## src/rtl/p_css32.sv

```systemverilog
// p_css32: two-stage pipelined 32-bit carry-select subtractor, diff = a - b - bin.
// Latency: a beat accepted at edge N presents out_valid after edge N+1.
// Backpressure: valid/ready, no skid buffer; holds at most 2 beats, and in_ready follows out_ready combinationally.
//
// Ports:
//   clk, rst           rising-edge clock, asynchronous active-high reset
//   a, b, bin          minuend, subtrahend, borrow-in
//   in_valid/in_ready  operand handshake
//   diff, bout         registered difference (mod 2^32) and borrow-out
//   ovf                registered signed overflow (only when P_CSS32_OVF_EN is defined)
//   out_valid/out_ready result handshake
//
// Build option: define P_CSS32_OVF_EN to add the ovf port and its sign-bit
// pipeline registers. Without it the block is a plain unsigned subtract/compare unit.
//
// Subtraction is carried out as a + ~b + ~bin. A carry out of bit 31 means
// "no borrow", so bout is the inverted final carry.

module p_css32 (
  input  logic        clk,
  input  logic        rst,
  input  logic [31:0] a,
  input  logic [31:0] b,
  input  logic        bin,
  input  logic        in_valid,
  output logic        in_ready,
  output logic [31:0] diff,
  output logic        bout,
`ifdef P_CSS32_OVF_EN
  output logic        ovf,
`endif
  output logic        out_valid,
  input  logic        out_ready
);

  // ---------------------------------------------------------------------------
  // 4-bit building blocks
  // ---------------------------------------------------------------------------

  // Plain ripple block, used only for the least-significant slice where the
  // true carry-in is known early.
  function automatic logic [4:0] blk_ripple(input logic [3:0] x,
                                            input logic [3:0] y,
                                            input logic       ci);
    logic [4:0] c;
    logic [3:0] s;
    c    = '0;
    s    = '0;
    c[0] = ci;
    for (int i = 0; i < 4; i++) begin
      s[i]   = x[i] ^ y[i] ^ c[i];
      c[i+1] = (x[i] & y[i]) | (c[i] & (x[i] ^ y[i]));
    end
    return {c[4], s};
  endfunction

  // Carry-select block: both carry-in outcomes are formed in parallel and the
  // late-arriving block carry only drives the final mux.
  function automatic logic [4:0] blk_sel(input logic [3:0] x,
                                         input logic [3:0] y,
                                         input logic       ci);
    logic [4:0] r0;
    logic [4:0] r1;
    r0 = {1'b0, x} + {1'b0, y};
    r1 = {1'b0, x} + {1'b0, y} + 5'd1;
    return ci ? r1 : r0;
  endfunction

  // ---------------------------------------------------------------------------
  // Handshake
  // ---------------------------------------------------------------------------
  logic s1_valid;
  logic adv2;
  logic accept;

  // S1 moves forward whenever the output register is empty or draining.
  assign adv2     = s1_valid & (~out_valid | out_ready);
  assign in_ready = ~s1_valid | adv2;
  assign accept   = in_valid & in_ready;

  // ---------------------------------------------------------------------------
  // Stage 1: low half (blocks 0..3) and the carry into bit 16
  // ---------------------------------------------------------------------------
  logic [15:0] lo_sum;
  logic        lo_cout;

  always_comb begin
    logic [15:0] nb;
    logic [4:0]  r;
    logic        c;
    nb     = ~b[15:0];
    lo_sum = '0;
    r      = blk_ripple(a[3:0], nb[3:0], ~bin);
    lo_sum[3:0] = r[3:0];
    c      = r[4];
    for (int k = 1; k < 4; k++) begin
      r = blk_sel(a[4*k +: 4], nb[4*k +: 4], c);
      lo_sum[4*k +: 4] = r[3:0];
      c = r[4];
    end
    lo_cout = c;
  end

  logic [15:0] s1_dlo;
  logic        s1_c16;
  logic [15:0] s1_ahi;
  logic [15:0] s1_bhi;
`ifdef P_CSS32_OVF_EN
  logic        s1_asgn;
  logic        s1_bsgn;
`endif

  always_ff @(posedge clk or posedge rst) begin
    if (rst) begin
      s1_valid <= 1'b0;
      s1_dlo   <= '0;
      s1_c16   <= 1'b0;
      s1_ahi   <= '0;
      s1_bhi   <= '0;
`ifdef P_CSS32_OVF_EN
      s1_asgn  <= 1'b0;
      s1_bsgn  <= 1'b0;
`endif
    end else if (accept) begin
      s1_valid <= 1'b1;
      s1_dlo   <= lo_sum;
      s1_c16   <= lo_cout;
      s1_ahi   <= a[31:16];
      s1_bhi   <= b[31:16];
`ifdef P_CSS32_OVF_EN
      s1_asgn  <= a[31];
      s1_bsgn  <= b[31];
`endif
    end else if (adv2) begin
      s1_valid <= 1'b0;
    end
  end

  // ---------------------------------------------------------------------------
  // Stage 2: high half (blocks 4..7), all carry-select, seeded by the
  // registered carry into bit 16
  // ---------------------------------------------------------------------------
  logic [15:0] hi_sum;
  logic        hi_cout;

  always_comb begin
    logic [15:0] nb;
    logic [4:0]  r;
    logic        c;
    nb     = ~s1_bhi;
    hi_sum = '0;
    r      = '0;
    c      = s1_c16;
    for (int k = 0; k < 4; k++) begin
      r = blk_sel(s1_ahi[4*k +: 4], nb[4*k +: 4], c);
      hi_sum[4*k +: 4] = r[3:0];
      c = r[4];
    end
    hi_cout = c;
  end

  logic [31:0] diff_n;
  logic        bout_n;

  assign diff_n = {hi_sum, s1_dlo};
  assign bout_n = ~hi_cout;

`ifdef P_CSS32_OVF_EN
  // Signed overflow: operands of opposite sign and the result sign differs
  // from the minuend sign.
  logic ovf_n;
  assign ovf_n = (s1_asgn ^ s1_bsgn) & (diff_n[31] ^ s1_asgn);
`endif

  // ---------------------------------------------------------------------------
  // Output register
  // ---------------------------------------------------------------------------
  always_ff @(posedge clk or posedge rst) begin
    if (rst) begin
      out_valid <= 1'b0;
      diff      <= '0;
      bout      <= 1'b0;
`ifdef P_CSS32_OVF_EN
      ovf       <= 1'b0;
`endif
    end else if (adv2) begin
      out_valid <= 1'b1;
      diff      <= diff_n;
      bout      <= bout_n;
`ifdef P_CSS32_OVF_EN
      ovf       <= ovf_n;
`endif
    end else if (out_valid & out_ready) begin
      out_valid <= 1'b0;
    end
  end

endmodule

```

## config.mk

```make
export PLATFORM = sky130hd
export DESIGN_NAME = p_css32
export DESIGN_NICKNAME = d
export VERILOG_FILES = /design/src/rtl/p_css32.sv
export SDC_FILE = /design/constraint.sdc
export NUM_CORES = 1
export LEC_CHECK = 0
export ABC_AREA = 1
export CAP_MARGIN = 10
export CORE_MARGIN = 3
export CORE_UTILIZATION = 30
export DETAILED_ROUTE_END_ITERATION = 12
export GPL_ROUTABILITY_DRIVEN = 0
export GPL_TIMING_DRIVEN = 1
export RECOVER_POWER = 100
export SLEW_MARGIN = 25
export SYNTH_ARGS = -nofsm -noshare
export SYNTH_HDL_FRONTEND = slang
export SYNTH_SLANG_ARGS = --single-unit
```

## constraint.sdc

```tcl
create_clock -name clk -period 6.8 [get_ports clk]
set_clock_uncertainty 0.05 [all_clocks]
set_input_delay 2.04 -clock clk [delete_from_list [all_inputs] [get_ports clk]]
set_output_delay 2.04 -clock clk [all_outputs]
set_load 0.005 [all_outputs]
```

==> results of run 1 <==
[cell usage after synthesis, types with 2 or more instances]
cell type  instances
nand2_1          210
inv_1             89
dfrtp_1           84
nand3_1           41
o21ai_0           36
ha_1              35
nor2_1            15
clkbuf_1          13
xnor2_1           13
a21oi_1           11
fa_1              11
xor2_1            11
a31oi_1            9
nand2_2            6
nand4_1            4
nand2_4            3
nand3b_1           3
or2_2              3
buf_2              2
inv_2              2
nand3_2            2
nor3_1             2
o211ai_1           2
o21ai_1            2
o21bai_1           2
[kinds of logic (layout without fill, tap and decap cells)]
group           Yosys count  after routing
simple gates            292            292
buf+inv                 110            209
flops                    84             84
compound gates           67             67
xor+xnor                 25             25
fa+ha+maj                46             46
[registers in the layout, summed over array words and instances, names as in the netlist]
name and cells:
s1_c16 1, s1_dlo 16, s1_valid 1, diff 32, s1_bhi 16, s1_ahi 16, out_valid 1, bout 1
[final cells by class]
class	instances	area, µm²	share of cell area, %
flip-flops and latches	84	2100	32.3
multi-input cells	430	2500	38.4
well taps	216	270	4.16
repair buffers	106	1050	16.1
clock buffers	10	229	3.52
clock inverters	1	5.00	0.0770
inverters	92	349	5.37
[per-stage QoR]
stage               total power (W)  utilization [%]  hold WS (ns)  cell area, µm²  setup slack, ns
floorplan                   0.00124                -         0.392            5030             2.37
global placement            0.00157             38.9         0.400            6270             1.57
detailed placement          0.00158             38.9         0.405            6270             1.54
CTS                         0.00201             40.4         0.420            6510             1.53
global route                0.00212             40.3         0.436            6500             1.31
finish                      0.00194             40.3         0.417            6500             1.35
[where the power goes]
group | switching [W] | internal (W) | total (W) | leakage, nW
combinational | 0.000431 | 0.000380 | 0.000810 | 2.14
sequential | 0.0000723 | 0.000640 | 0.000713 | 1.02
clock | 0.000184 | 0.000236 | 0.000421 | 0.116
total | 0.000687 | 0.00126 | 0.00194 | 3.27
[worst max-delay path, stage by stage]
cell and delay (ns):
dlygate4sd3_1 0.53, inv_1 0.08, nand3_1 0.11, dlygate4sd3_1 0.60
[per-layer routing]
metal / share of wire [%] / vias to the layer above
li1: - / 2155
met1: 48 / 1820
met2: 45 / 80
met3: 5.1 / 12
met4: 1.9 / 0
met5: 0 / -
[worst paths after layout]
path	from	cells past startpoint	slack, ns	endpoint
max	out_ready	4	1.35	in_ready
min	s1_dlo[14]	2	0.42	diff[14]
max reg2reg	out_valid	5	3.71	s1_bhi[1]
min reg2reg	s1_dlo[14]	2	0.42	diff[14]
max in group asynchronous	rst	3	2.89	s1_ahi[3]
min in group asynchronous	rst	2	2.54	diff[7]
==> reports/metrics.yaml, run 1 <==
outcome: "complete, but fails checks"
violations: "max-capacitance violations, max-slew violations"
ys_types: 38
p_leak_nw: 3.27
layoutNonFillerInstCount: 939
syn_to_final_growth_pct: 29.2
diodes: 0
grt_pass1_wl_um: 19200
postCtsHoldBufs: 0
cts_tree: "yes"
hpwl_um: 8110
cp-end-kind: "output pin"
ant_nets: 0
postSynthAreaPerCell_um2: 8.06
placed_cells: 928
max_cap_viol_count: 3
muxShareOfSynthArea_pct: 0
yosys.area_share.simple_pct: 24.7
grt_pass1_vias: 4063
yosysTopAreaCell: "dfrtp_1"
worst_ep_arrival_time_ns: 3.36
fin_crit_sh_pct: 80.1
power_density_mw_per_mm2: 299
vias: 4067
die_area_mm2: 0.0184
ctsHtreeMaxLevel: 3
syn_area_mm2: 0.00503
tns_ns: 0
cts_buffers: 9
nFillCells: 1670
rows: 46
core_mm2: 0.0161
grt_overflow: 0
drcViolationCount: 0
post_cts_buffers: 0
period_minus_slack_ns: 5.45
critical_path_required_ns: 4.71
busiest_layer: "met2"
clkLatencyLatePin_ns: 0.34
grt_usage_pct: 13.0
yosys_warnings: 0
hp-class: "flop to flop"
drive_above_1_share_pct: 4.70
drtIter0Drc: 210
antenna_found_initial: 0
rsz0062_at_grt: "no"
wl_per_cell_um: 11.9
dr.pass1.iters: 4
yosysTopAreaCellShare_pct: 41.8
crit_type: "primary input to output pin"
drt-vias-per-instance: 4.33
synthAdderAreaFrac_pct: 13.1
root_buffer: "clkbuf_16"
synth.area.top_cells: "dfrtp_1 42%, nand2_1 16%, ha_1 8.7%"
worstPathMaxFanout: 3
globalRouteMet3Util_pct: 2.75
cts_max_path_buffers: 2
cts.sinks: 84
synth_top_family_by_area: "simple AND/OR/NAND/NOR gates"
synthXorXnorAreaFrac_pct: 4.50
grtUsageMet1_pct: 17.5
synth_edf_count: 0
die_w_um: 135
postSynth.asyncResetShare_pct: 100
finalMaxSlewViolations: 110
layout_common_cells: "210 x nand2_1, 87 x inv_1, 84 x dfrtp_1"
start_util_pct: 31.2
mostFrequentLayoutCell: "nand2_1"
synthCells: 624
fin_nets: 838
wl_um: 11200
seq_area_frac_synth_pct: 41.8
vdd.ir_drop.worst_uv: 128
worst_slew_pin_slew_ns: 1.77
synth_seq_cells: 84
grt_max_degree: 72
relSlewSlack_pct: -18.5
syn_nets: 739
synthFlopType: "dfrtp_1"
cp-start-kind: "primary input"
ctsResizeCount: 0
finalSetupViolations: 0
max_freq_mhz: 184
die_y_um: 135
pin_count: 104
synth_compound_area_share_pct: 7.37
gr-usage-met2_pct: 20.6
hold_viol: 0
port_buffers: 103
clk_pin_slew_ns: 0.06
(Power assumes the default switching activity.)
==> run 2: changes to the inputs <==
==> constraint.sdc (replaced) <==
create_clock -name clk -period 4.7 [get_ports clk]
set_clock_uncertainty 0.05 [all_clocks]
set_input_delay 1.41 -clock clk [delete_from_list [all_inputs] [get_ports clk]]
set_output_delay 1.41 -clock clk [all_outputs]
set_load 0.005 [all_outputs]
==> reports/metrics.yaml, run 2 (synthesis gave the netlist of run 1 again) <==
outcome: "complete, but fails checks"
violations: "max-capacitance violations, max-slew violations"
ctsResizeCount: 0  # unchanged
cp-start-kind: "primary input"
start_util_pct: 31.2  # unchanged
swShare_pct: 33.5  # -1.8 points
grt_max_degree: 72  # unchanged
max_freq_mhz: 237
syn_to_final_growth_pct: 31.3
drt-vias-per-instance: 4.30  # -0.78%
post_cts_buffers: 0  # unchanged
relSlewSlack_pct: -12.2  # +6.4 points
cts_max_path_buffers: 2  # unchanged
max_cap_viol_count: 3  # unchanged
period_minus_slack_ns: 4.23
max_flop_register: "diff"
mostFrequentLayoutCell: "nand2_1"
crit_type: "primary input to flop"
drive_above_1_share_pct: 5.35  # +0.65 points
cts_tree: "yes"
cpMostUsedCell: "fa_1"
power_density_mw_per_mm2: 454  # +52%
startpoint: "a[0]"
hpwl_um: 8010  # -1.3%
layout_common_cells: "210 x nand2_1, 88 x inv_1, 84 x dfrtp_1"
power_frac_clock_pct: 26.8  # +5.2 points
wl_per_cell_um: 11.4  # -4.2%
diodes: 0  # unchanged
largest_register_ff_count: 32  # unchanged
drcViolationCount: 0  # unchanged
worstPathMaxFanout: 6  # +3
power_frac_comb_pct: 38.8  # -2.9 points
cpPeakStageDelay_ns: 0.56  # -0.04 ns
rsz0062_at_grt: "no"
finalPower_w: 0.00300  # +54%
placed_cells: 929  # +0.11%
clkLatencyLatePin_ns: 0.33  # about the same
vias: 4061  # -0.15%
core_mm2: 0.0161  # unchanged
postCtsHoldBufs: 0  # unchanged
worst_ep_arrival_time_ns: 4.37  # +1.01 ns
critical_path_required_ns: 4.85  # +0.14 ns
nFillCells: 1687  # +1.0%
switching_power_w: 0.00100  # +46%
die_w_um: 135  # unchanged
grt_pass1_wl_um: 18900  # -1.4%
crit_family: "adder cells"
finalMaxSlewViolations: 106  # -3.6%
cp-end-kind: "flop"
port_buffers: 103  # unchanged
cp_num_buf_inv: 4  # +1
antenna_found_initial: 0  # unchanged
ant_nets: 0  # unchanged
tns_ns: 0  # unchanged
min_from: "s1_dlo[10]"
hold_viol: 0  # unchanged
layoutNonFillerInstCount: 945  # +0.64%
clk_pin_slew_ns: 0.06  # about the same
die_y_um: 135  # unchanged
fin_crit_sh_pct: 90.0
cts_buffers: 9  # unchanged
finalSetupViolations: 0  # unchanged
pin_count: 104  # unchanged
slowest_stage: "dlygate4sd3_1"
worst_slew_pin_slew_ns: 1.68  # -0.0856 ns
grt_usage_pct: 12.8  # -0.27 points
ctsHtreeMaxLevel: 3  # unchanged
dr.pass1.iters: 4  # unchanged
cts.sinks: 84  # unchanged
vdd.ir_drop.worst_uv: 180  # +41%
grt_pass1_vias: 4091  # +0.69%
wl_um: 10700  # -3.6%
seq_power_share_pct: 34.4  # -2.3 points
r2r-start: "out_valid"
die_area_mm2: 0.0184  # unchanged
cp_cell_sequence: "dlygate4sd3_1 > fa_1 > inv_1 > fa_1 > inv_1 > fa_1 > inv_1 > fa_1 > nor3_1 > nand2_1 > nand2_1 > nand2_2 > or2_4 > nand2_4 > nand2_1 > nand3_1 > o21ai_1"
grt_overflow: 0  # unchanged
hp-class: "flop to flop"
p_leak_nw: 3.33  # +1.5%
drtIter0Drc: 173  # -18%
root_buffer: "clkbuf_16"
rows: 46  # unchanged
internal_power_w: 0.00199  # +59%
fin_nets: 839  # +0.12%
placed_area_mm2: 0.00629  # +0.28%
whs_ns: 0.412  # -0.00487 ns
post-route-cell-area_mm2: 0.00660  # +1.6%
[run 2: changes by cell type in the layout (fill, tap and decap cells not counted)]
| cell | previous run | this run |
|---|---|---|
| nor3_1 | 2 | 3 |
| o21ai_0 | 38 | 37 |
| inv_1 | 87 | 88 |
| bufinv_16 | 0 | 3 |
| clkinv_2 | 1 | 2 |
| clkbuf_1 | 3 | 2 |
| clkbuf_2 | 0 | 1 |
| o21ai_1 | 0 | 1 |
| inv_4 | 1 | 0 |
| clkinvlp_4 | 0 | 2 |
| nor3_2 | 1 | 0 |
[run 2: power groups by stage]
stage | clock, W | combinational, W | sequential [W]
floorplan | 0 | 0.000753 | 0.00104
detailed placement | 0 | 0.00123 | 0.00105
global placement | 0 | 0.00122 | 0.00105
CTS | 0.000830 | 0.00124 | 0.00104
global route | 0.000862 | 0.00135 | 0.00106
finish | 0.000804 | 0.00116 | 0.00103
[run 2: layout make-up]
cell class              instances  area, µm²  share of cell area (%)
clock inverters                 7        115                    1.74
repair buffers                107       1050                    15.9
well taps                     216        270                    4.09
flip-flops and latches         84       2100                    31.8
inverters                      92        347                    5.25
clock buffers                   9        225                    3.41
multi-input cells             430       2490                    37.7
[run 2: worst paths after layout]
| kind | slack (ns) | endpoint | depth (start not counted) |
|---|---|---|---|
| max | 0.47 | s1_dlo[12] | 17 |
| min | 0.41 | diff[10] | 2 |
| min in group asynchronous | 1.83 | s1_dlo[2] | 2 |
| max reg2reg | 1.88 | s1_ahi[9] | 7 |
| min reg2reg | 0.41 | diff[10] | 2 |
| max in group asynchronous | 0.97 | s1_bhi[4] | 3 |
[run 2: layer usage]
metal	part of all wire, %	GRT usage, %	vias up	wire length [µm]
met2	46	20.4	75	4890
li1	-	-	2154	-
met3	5.5	2.90	11	592
met1	48	16.9	1821	5110
met5	0	0	-	0
met4	1.4	4.87	0	151
[run 2: worst reg2reg max path: stages, from the launching register on]
cell and delay, ns:
dfrtp_1 0.39, nand3_1 0.13, nand2_1 0.08, clkbuf_1 1.15, clkinv_1 0.19, buf_4 0.40
nand2_1 0.18, o21ai_0 0.10
[run 2: through the flow]
stage                     setup slack (ns)  utilization (%)
after global routing                 0.259             41.0
after floorplan                      0.903                -
after detailed placement             0.240             39.0
final                                0.472             41.0
after CTS                            0.601             41.1
after global placement               0.279             39.0
